### config.mk
export PLATFORM = sky130hd
export DESIGN_NAME = ibex_fetch_req_ctrl
export DESIGN_NICKNAME = d
export VERILOG_FILES = /design/src/rtl/ibex_fetch_req_ctrl.sv
export SDC_FILE = /design/constraint.sdc
export NUM_CORES = 1
export LEC_CHECK = 0
export CAP_MARGIN = 25
export CORE_UTILIZATION = 50
export CTS_CLUSTER_DIAMETER = 150
export DETAILED_ROUTE_END_ITERATION = 10
export HOLD_SLACK_MARGIN = 0.15
export PLACE_DENSITY = 0.9
export SLEW_MARGIN = 10
export SYNTH_ARGS = -nofsm -noshare
export SYNTH_HDL_FRONTEND = slang
export SYNTH_SLANG_ARGS = --single-unit
### constraint.sdc
create_clock -name clk_i -period 9.92 [get_ports clk_i]
set_input_delay 1.984 -clock clk_i [delete_from_list [all_inputs] [get_ports clk_i]]
set_output_delay 1.984 -clock clk_i [all_outputs]
set_load 0.1 [all_outputs]
### src/rtl/ibex_fetch_req_ctrl.sv
// Instruction-fetch request sequencer: issues word-aligned bus requests, tags responses for the
// fetch FIFO and drops stale responses after a branch. Optional PCC bounds check: FETCH_PCC_CHECK_EN.
module ibex_fetch_req_ctrl #(
  parameter int unsigned NUM_OUTSTANDING = 2,
  parameter int unsigned EXC_W           = 4
) (
  input  logic               clk_i,
  input  logic               rst_i,
  input  logic               req_i,
  input  logic               branch_i,
  input  logic [31:0]        branch_addr_i,
  output logic               busy_o,
  output logic               instr_req_o,
  output logic [31:0]        instr_addr_o,
  input  logic               instr_gnt_i,
  input  logic               instr_rvalid_i,
  input  logic [31:0]        instr_rdata_i,
  input  logic               instr_err_i,
  output logic               fifo_clear_o,
  output logic               fifo_in_valid_o,
  output logic [31:0]        fifo_in_addr_o,
  output logic [31:0]        fifo_in_rdata_o,
  output logic [2*EXC_W-1:0] fifo_in_exc_o,
`ifdef FETCH_PCC_CHECK_EN
  input  logic [31:0]        pcc_base_i,
  input  logic [31:0]        pcc_top_i,
`endif
  input  logic               fifo_in_ready_i
);

  localparam int unsigned     PtrW    = (NUM_OUTSTANDING > 1) ? $clog2(NUM_OUTSTANDING) : 1;
  localparam logic [2:0]      MaxOut  = 3'(NUM_OUTSTANDING);
  localparam logic [PtrW-1:0] LastPtr = PtrW'(NUM_OUTSTANDING - 1);

  typedef enum logic [1:0] {StIdle, StReq, StStall} state_e;

  state_e          state_q, state_d, idle_next;
  logic [1:0]      out_q, out_d, out_nb;
  logic [1:0]      disc_q, disc_d, disc_nb;
  logic [2:0]      total_d;
  logic [31:0]     fetch_addr_q, fetch_addr_d;
  logic            half_q, half_d;
  logic [PtrW-1:0] wr_ptr_q, wr_ptr_d, rd_ptr_q, rd_ptr_d;
  logic [31:0]     addr_q [NUM_OUTSTANDING];
  logic [31:0]     req_addr;
  logic            gnt_fire, rsp_take, rsp_discard, push_rsp, q_push, can_issue;
  logic            pcc_fault, fault_push, stopped, busy_extra;
  logic [31:0]     fault_addr;
  logic [EXC_W-1:0] exc_half;
  logic            unused_branch_lsb;

  assign unused_branch_lsb = branch_addr_i[0];

  // Push address keeps the halfword offset of a branch target for the first fetch only.
  assign req_addr    = {fetch_addr_q[31:2], half_q, 1'b0};
  assign instr_req_o = (state_q == StReq) & ~pcc_fault;
  assign instr_addr_o = fetch_addr_q;

  assign gnt_fire    = instr_req_o & instr_gnt_i;
  assign rsp_discard = instr_rvalid_i & (disc_q != 2'd0);
  assign rsp_take    = instr_rvalid_i & (disc_q == 2'd0) & (out_q != 2'd0);
  assign push_rsp    = rsp_take & ~branch_i;
  assign q_push      = gnt_fire & ~branch_i;

`ifdef FETCH_PCC_CHECK_EN
  logic        stop_q, stop_d, fpend_q, fpend_d;
  logic [31:0] faddr_q, faddr_d;

  assign pcc_fault  = (state_q == StReq) &
                      ((fetch_addr_q < pcc_base_i) |
                       (({1'b0, fetch_addr_q} + 33'd4) > {1'b0, pcc_top_i}));
  assign fault_push = fpend_q & (out_q == 2'd0) & ~branch_i;
  assign stopped    = stop_d;
  assign busy_extra = fpend_q;
  assign fault_addr = faddr_q;

  always_comb begin
    stop_d  = stop_q;
    fpend_d = fpend_q;
    faddr_d = faddr_q;
    if (branch_i) begin
      stop_d  = 1'b0;
      fpend_d = 1'b0;
    end else begin
      if (pcc_fault) begin
        stop_d  = 1'b1;
        fpend_d = 1'b1;
        faddr_d = req_addr;
      end
      if (fault_push) fpend_d = 1'b0;
    end
  end

  always_ff @(posedge clk_i) begin
    if (rst_i) begin
      stop_q  <= 1'b0;
      fpend_q <= 1'b0;
      faddr_q <= '0;
    end else begin
      stop_q  <= stop_d;
      fpend_q <= fpend_d;
      faddr_q <= faddr_d;
    end
  end
`else
  assign pcc_fault  = 1'b0;
  assign fault_push = 1'b0;
  assign stopped    = 1'b0;
  assign busy_extra = 1'b0;
  assign fault_addr = '0;
`endif

  always_comb begin
    out_nb  = out_q + {1'b0, gnt_fire} - {1'b0, rsp_take};
    disc_nb = disc_q - {1'b0, rsp_discard};
    out_d   = out_nb;
    disc_d  = disc_nb;
    if (branch_i) begin
      // Everything still in flight becomes stale, including a grant taken this cycle.
      out_d  = 2'd0;
      disc_d = disc_nb + out_nb;
    end
    total_d   = {1'b0, out_d} + {1'b0, disc_d};
    can_issue = req_i & fifo_in_ready_i & ~stopped & (total_d < MaxOut);
    idle_next = can_issue ? StReq : (req_i ? StStall : StIdle);

    state_d = state_q;
    if (branch_i) begin
      state_d = idle_next;
    end else begin
      unique case (state_q)
        StIdle, StStall: state_d = idle_next;
        StReq: begin
          if (pcc_fault)     state_d = StStall;
          else if (gnt_fire) state_d = idle_next;
        end
        default: state_d = StIdle;
      endcase
    end

    fetch_addr_d = fetch_addr_q;
    half_d       = half_q;
    if (branch_i) begin
      fetch_addr_d = {branch_addr_i[31:2], 2'b00};
      half_d       = branch_addr_i[1];
    end else if (gnt_fire) begin
      fetch_addr_d = fetch_addr_q + 32'd4;
      half_d       = 1'b0;
    end

    wr_ptr_d = wr_ptr_q;
    rd_ptr_d = rd_ptr_q;
    if (branch_i) begin
      wr_ptr_d = '0;
      rd_ptr_d = '0;
    end else begin
      if (q_push)   wr_ptr_d = (wr_ptr_q == LastPtr) ? '0 : wr_ptr_q + 1'b1;
      if (push_rsp) rd_ptr_d = (rd_ptr_q == LastPtr) ? '0 : rd_ptr_q + 1'b1;
    end
  end

  always_ff @(posedge clk_i) begin
    if (rst_i) begin
      state_q      <= StIdle;
      out_q        <= 2'd0;
      disc_q       <= 2'd0;
      fetch_addr_q <= '0;
      half_q       <= 1'b0;
      wr_ptr_q     <= '0;
      rd_ptr_q     <= '0;
      for (int i = 0; i < NUM_OUTSTANDING; i++) addr_q[i] <= '0;
    end else begin
      state_q      <= state_d;
      out_q        <= out_d;
      disc_q       <= disc_d;
      fetch_addr_q <= fetch_addr_d;
      half_q       <= half_d;
      wr_ptr_q     <= wr_ptr_d;
      rd_ptr_q     <= rd_ptr_d;
      if (q_push) addr_q[wr_ptr_q] <= req_addr;
    end
  end

  always_comb begin
    exc_half    = '0;
    exc_half[0] = push_rsp & instr_err_i;
    exc_half[1] = fault_push;
  end

  assign fifo_clear_o    = branch_i;
  assign fifo_in_valid_o = push_rsp | fault_push;
  assign fifo_in_addr_o  = fault_push ? fault_addr : addr_q[rd_ptr_q];
  assign fifo_in_rdata_o = fault_push ? 32'd0 : instr_rdata_i;
  assign fifo_in_exc_o   = {exc_half, exc_half};
  assign busy_o = instr_req_o | (out_q != 2'd0) | (disc_q != 2'd0) | busy_extra;

endmodule

==> impl_metrics.json <==
{
  "drive_gt1_share_pct": 11.7,
  "cts_hold_buf": 0,
  "port_buffers": 105,
  "hold_slack_ps": 479,
  "intPower_mw": 0.707,
  "regToRegSetupSlack_ps": 6410,
  "p_seq_share_pct": 45.8,
  "worst_slack_ps": 3830,
  "slew_violations": 0,
  "dpl_worst_slack_ps": 3830,
  "hold_violations": 0,
  "start_util_pct": 51.8,
  "r2r-end": "state_q[0]",
  "path_class": "in -> out",
  "p_comb_share_pct": 27.3,
  "numCtsBuffers": 9,
  "finalNetCount": 646,
  "seq_area_frac_synth_pct": 49.6,
  "syn_inst": 514,
  "synth_edf_count": 62,
  "gp_congestion": 0.795,
  "grt_antenna_before_repair": 0,
  "clk_pin_slew_ps": 90,
  "hold_depth": 2,
  "tightest_slew_ps": 1000,
  "power_switching_share_pct": 34.6,
  "fp.coreArea_um2": 10400,
  "status": "finished clean",
  "post_cts_resized": 0,
  "grt_pass1_vias": 4104,
  "crit-reg2reg-launch": "state_q[1]",
  "critPathLaunch": "instr_rvalid_i",
  "synthesis.area_um2": 5370,
  "cts_tree": "done",
  "fillers": 795,
  "via_per_inst": 5.99,
  "finalSetupTns_ps": 0,
  "power_density_nw_per_um2": 167,
  "worstPathRequired_ps": 7940,
  "async_flop_share_pct": 0,
  "die_h_um": 106,
  "wirelength_um": 13200,
  "reg2reg_depth": 12,
  "grt.total_usage_pct": 24.0,
  "finalCritPeriodShare_pct": 61.4,
  "mostFrequentLayoutCell": "clkdlybuf4s50_1",
  "arrival_ps": 4110,
  "drt_iter0_markers": 417,
  "post_drt_wl_per_cell_um": 18.7,
  "stdcell_count": 709,
  "clk_latency_ps": 370,
  "htreeDepth": 3,
  "drtPass1Iterations": 5,
  "p_leak_nw": 2.39,
  "min_from": "half_q",
  "drc_errors": 0,
  "max-vdd-ir-drop_mv": 0.141,
  "grt_max_degree": 55,
  "synth-seq-cells": 102,
  "grt_pass1_wl_um": 20600,
  "synth_flop_cell": "edfxtp_1",
  "cts_setup_buffers": 0,
  "hold_class": "reg -> reg",
  "post-dp-hpwl_um": 9070,
  "fin_util_pct": 62.4,
  "cp_max_fo": 3,
  "end_kind": "output pin",
  "grt_overflow": 0,
  "io_pins": 180,
  "yosysUniqueCellTypes": 54,
  "root_buffer": "clkbuf_8",
  "fmax_mhz": 164,
  "rsz0062_at_grt": "no",
  "maxSlewHeadroom_pct": 33.0,
  "syn_to_final_growth_pct": 20.5,
  "die_x_um": 106,
  "layout_min_cycle_time_ps": 6090,
  "vias": 4250,
  "dp_cells": 692,
  "power_switching_mw": 0.374,
  "pwr-share-clk_pct": 26.9,
  "finClkSkew_ps": 5.08,
  "yosysWarnings": 0,
  "cts_sinks": 102,
  "drv_cap": 0,
  "avgSynthCellArea_um2": 10.5,
  "clk_path_buf_depth": 2,
  "setup_viol": 0,
  "final_cell_mix": "clkdlybuf4s50_1, edfxtp_1, dfxtp_1",
  "die_area_um2": 11200,
  "fp-row-count": 37,
  "num_antenna_cells": 0,
  "cp-start-kind": "input port",
  "ant_nets": 0,
  "whs_endpoint": "half_q"
}
[cell usage after synthesis (2+ instances only)]
cell	n	area [µm²]
a221oi_1	2	17.5
dfxtp_1	40	801
o211ai_1	5	37.5
and3_1	35	219
nand2b_1	2	12.5
ha_1	5	62.6
nor2_1	35	131
xor2_1	2	17.5
a311oi_1	11	96.3
or4_1	11	82.6
o21ai_0	9	45.0
or2_2	5	31.3
nand2_1	25	93.8
edfxtp_1	62	1860
o31ai_1	8	60.1
nor3_1	9	45.0
a31oi_1	2	12.5
nor3b_1	2	15.0
mux2_2	31	349
buf_1	5	18.8
o2111a_1	2	22.5
nor4_1	8	50.1
inv_1	9	33.8
a211oi_1	9	67.6
buf_2	3	15.0
and4_1	3	26.3
clkbuf_1	27	101
or3_1	5	31.3
buf_4	43	323
a2bb2oi_1	2	17.5
and2_1	34	213
nand3_1	14	70.1
a21boi_0	2	15.0
a21oi_1	6	30.0
nand4_1	11	68.8
xnor2_1	10	87.6
nor2b_1	3	18.8
[worst max-delay path, cell delays in order]
cell and delay, ps:
clkdlybuf4s50_1 490, o211ai_1 170, nor2_1 170, and2_1 160
clkdlybuf4s50_1 1130
[per-layer routing]
layer / vias to the layer above / GRT usage, % / share of wire (%)
met1: 2013 / 27.9 / 39
met4: 0 / 14.6 / 3.6
met2: 235 / 40.1 / 49
met5: - / 0 / 0
li1: 1943 / - / -
met3: 59 / 5.81 / 8.7
[through the flow]
step | instance area, µm² | power [mW]
floorplan | 5400 | 0.786
global placement | 6230 | 0.791
detailed placement | 6240 | 0.799
CTS | 6470 | 1.08
global route | 6470 | 1.12
finish | 6470 | 1.08
[cell type report]
type,count,area [µm²],share of cell area [%]
flip-flops and latches,102,2660,41.1
multi-input cells,330,2250,34.7
repair buffers,114,1120,17.4
well taps,136,170,2.63
clock buffers,12,155,2.40
clock inverters,4,68.8,1.06
inverters,11,43.8,0.677
[how the worst max path moves through the flow]
stage | end | slack, ps
after CTS | fifo_in_exc_o[4] | 3820
final | fifo_in_exc_o[4] | 3830
after detailed placement | fifo_in_exc_o[4] | 3830
after floorplan | fifo_in_exc_o[4] | 3120
after global routing | fifo_in_exc_o[4] | 3760
after global placement | fifo_in_exc_o[4] | 3860
[cells by family after synthesis]
| logic type | count (synthesis) | share of synthesized area (%) |
|---|---|---|
| XOR/XNOR | 13 | 2.38 |
| buffers and inverters | 90 | 9.55 |
| AND/OR/NAND/NOR | 207 | 21.6 |
| multiplexers | 31 | 6.50 |
| other | 1 | 0.0698 |
| flip-flops | 102 | 49.6 |
| adder cells (fa/ha/maj) | 6 | 1.54 |
| AO/OA/AOI/OAI | 64 | 8.81 |
[power groups by stage]
| stage | registers [mW] | logic [mW] | clock network, mW |
|---|---|---|---|
| 2_1_floorplan | 0.554 | 0.232 | 0 |
| 3_3_place_gp | 0.502 | 0.289 | 0 |
| 3_5_place_dp | 0.504 | 0.295 | 0 |
| 4_1_cts | 0.494 | 0.297 | 0.292 |
| 5_1_grt | 0.499 | 0.310 | 0.311 |
| 6_report | 0.495 | 0.295 | 0.291 |
[sequential cells by signal (all words and copies together), names as in the netlist, named ones only]
| signal | flops |
|---|---|
| wr_ptr_q | 1 |
| half_q | 1 |
| out_q | 2 |
| state_q | 2 |
| instr_addr_o | 30 |
| disc_q | 2 |
| addr_q | 62 |
| rd_ptr_q | 1 |
Note: power is estimated with default switching activity, not from simulation.
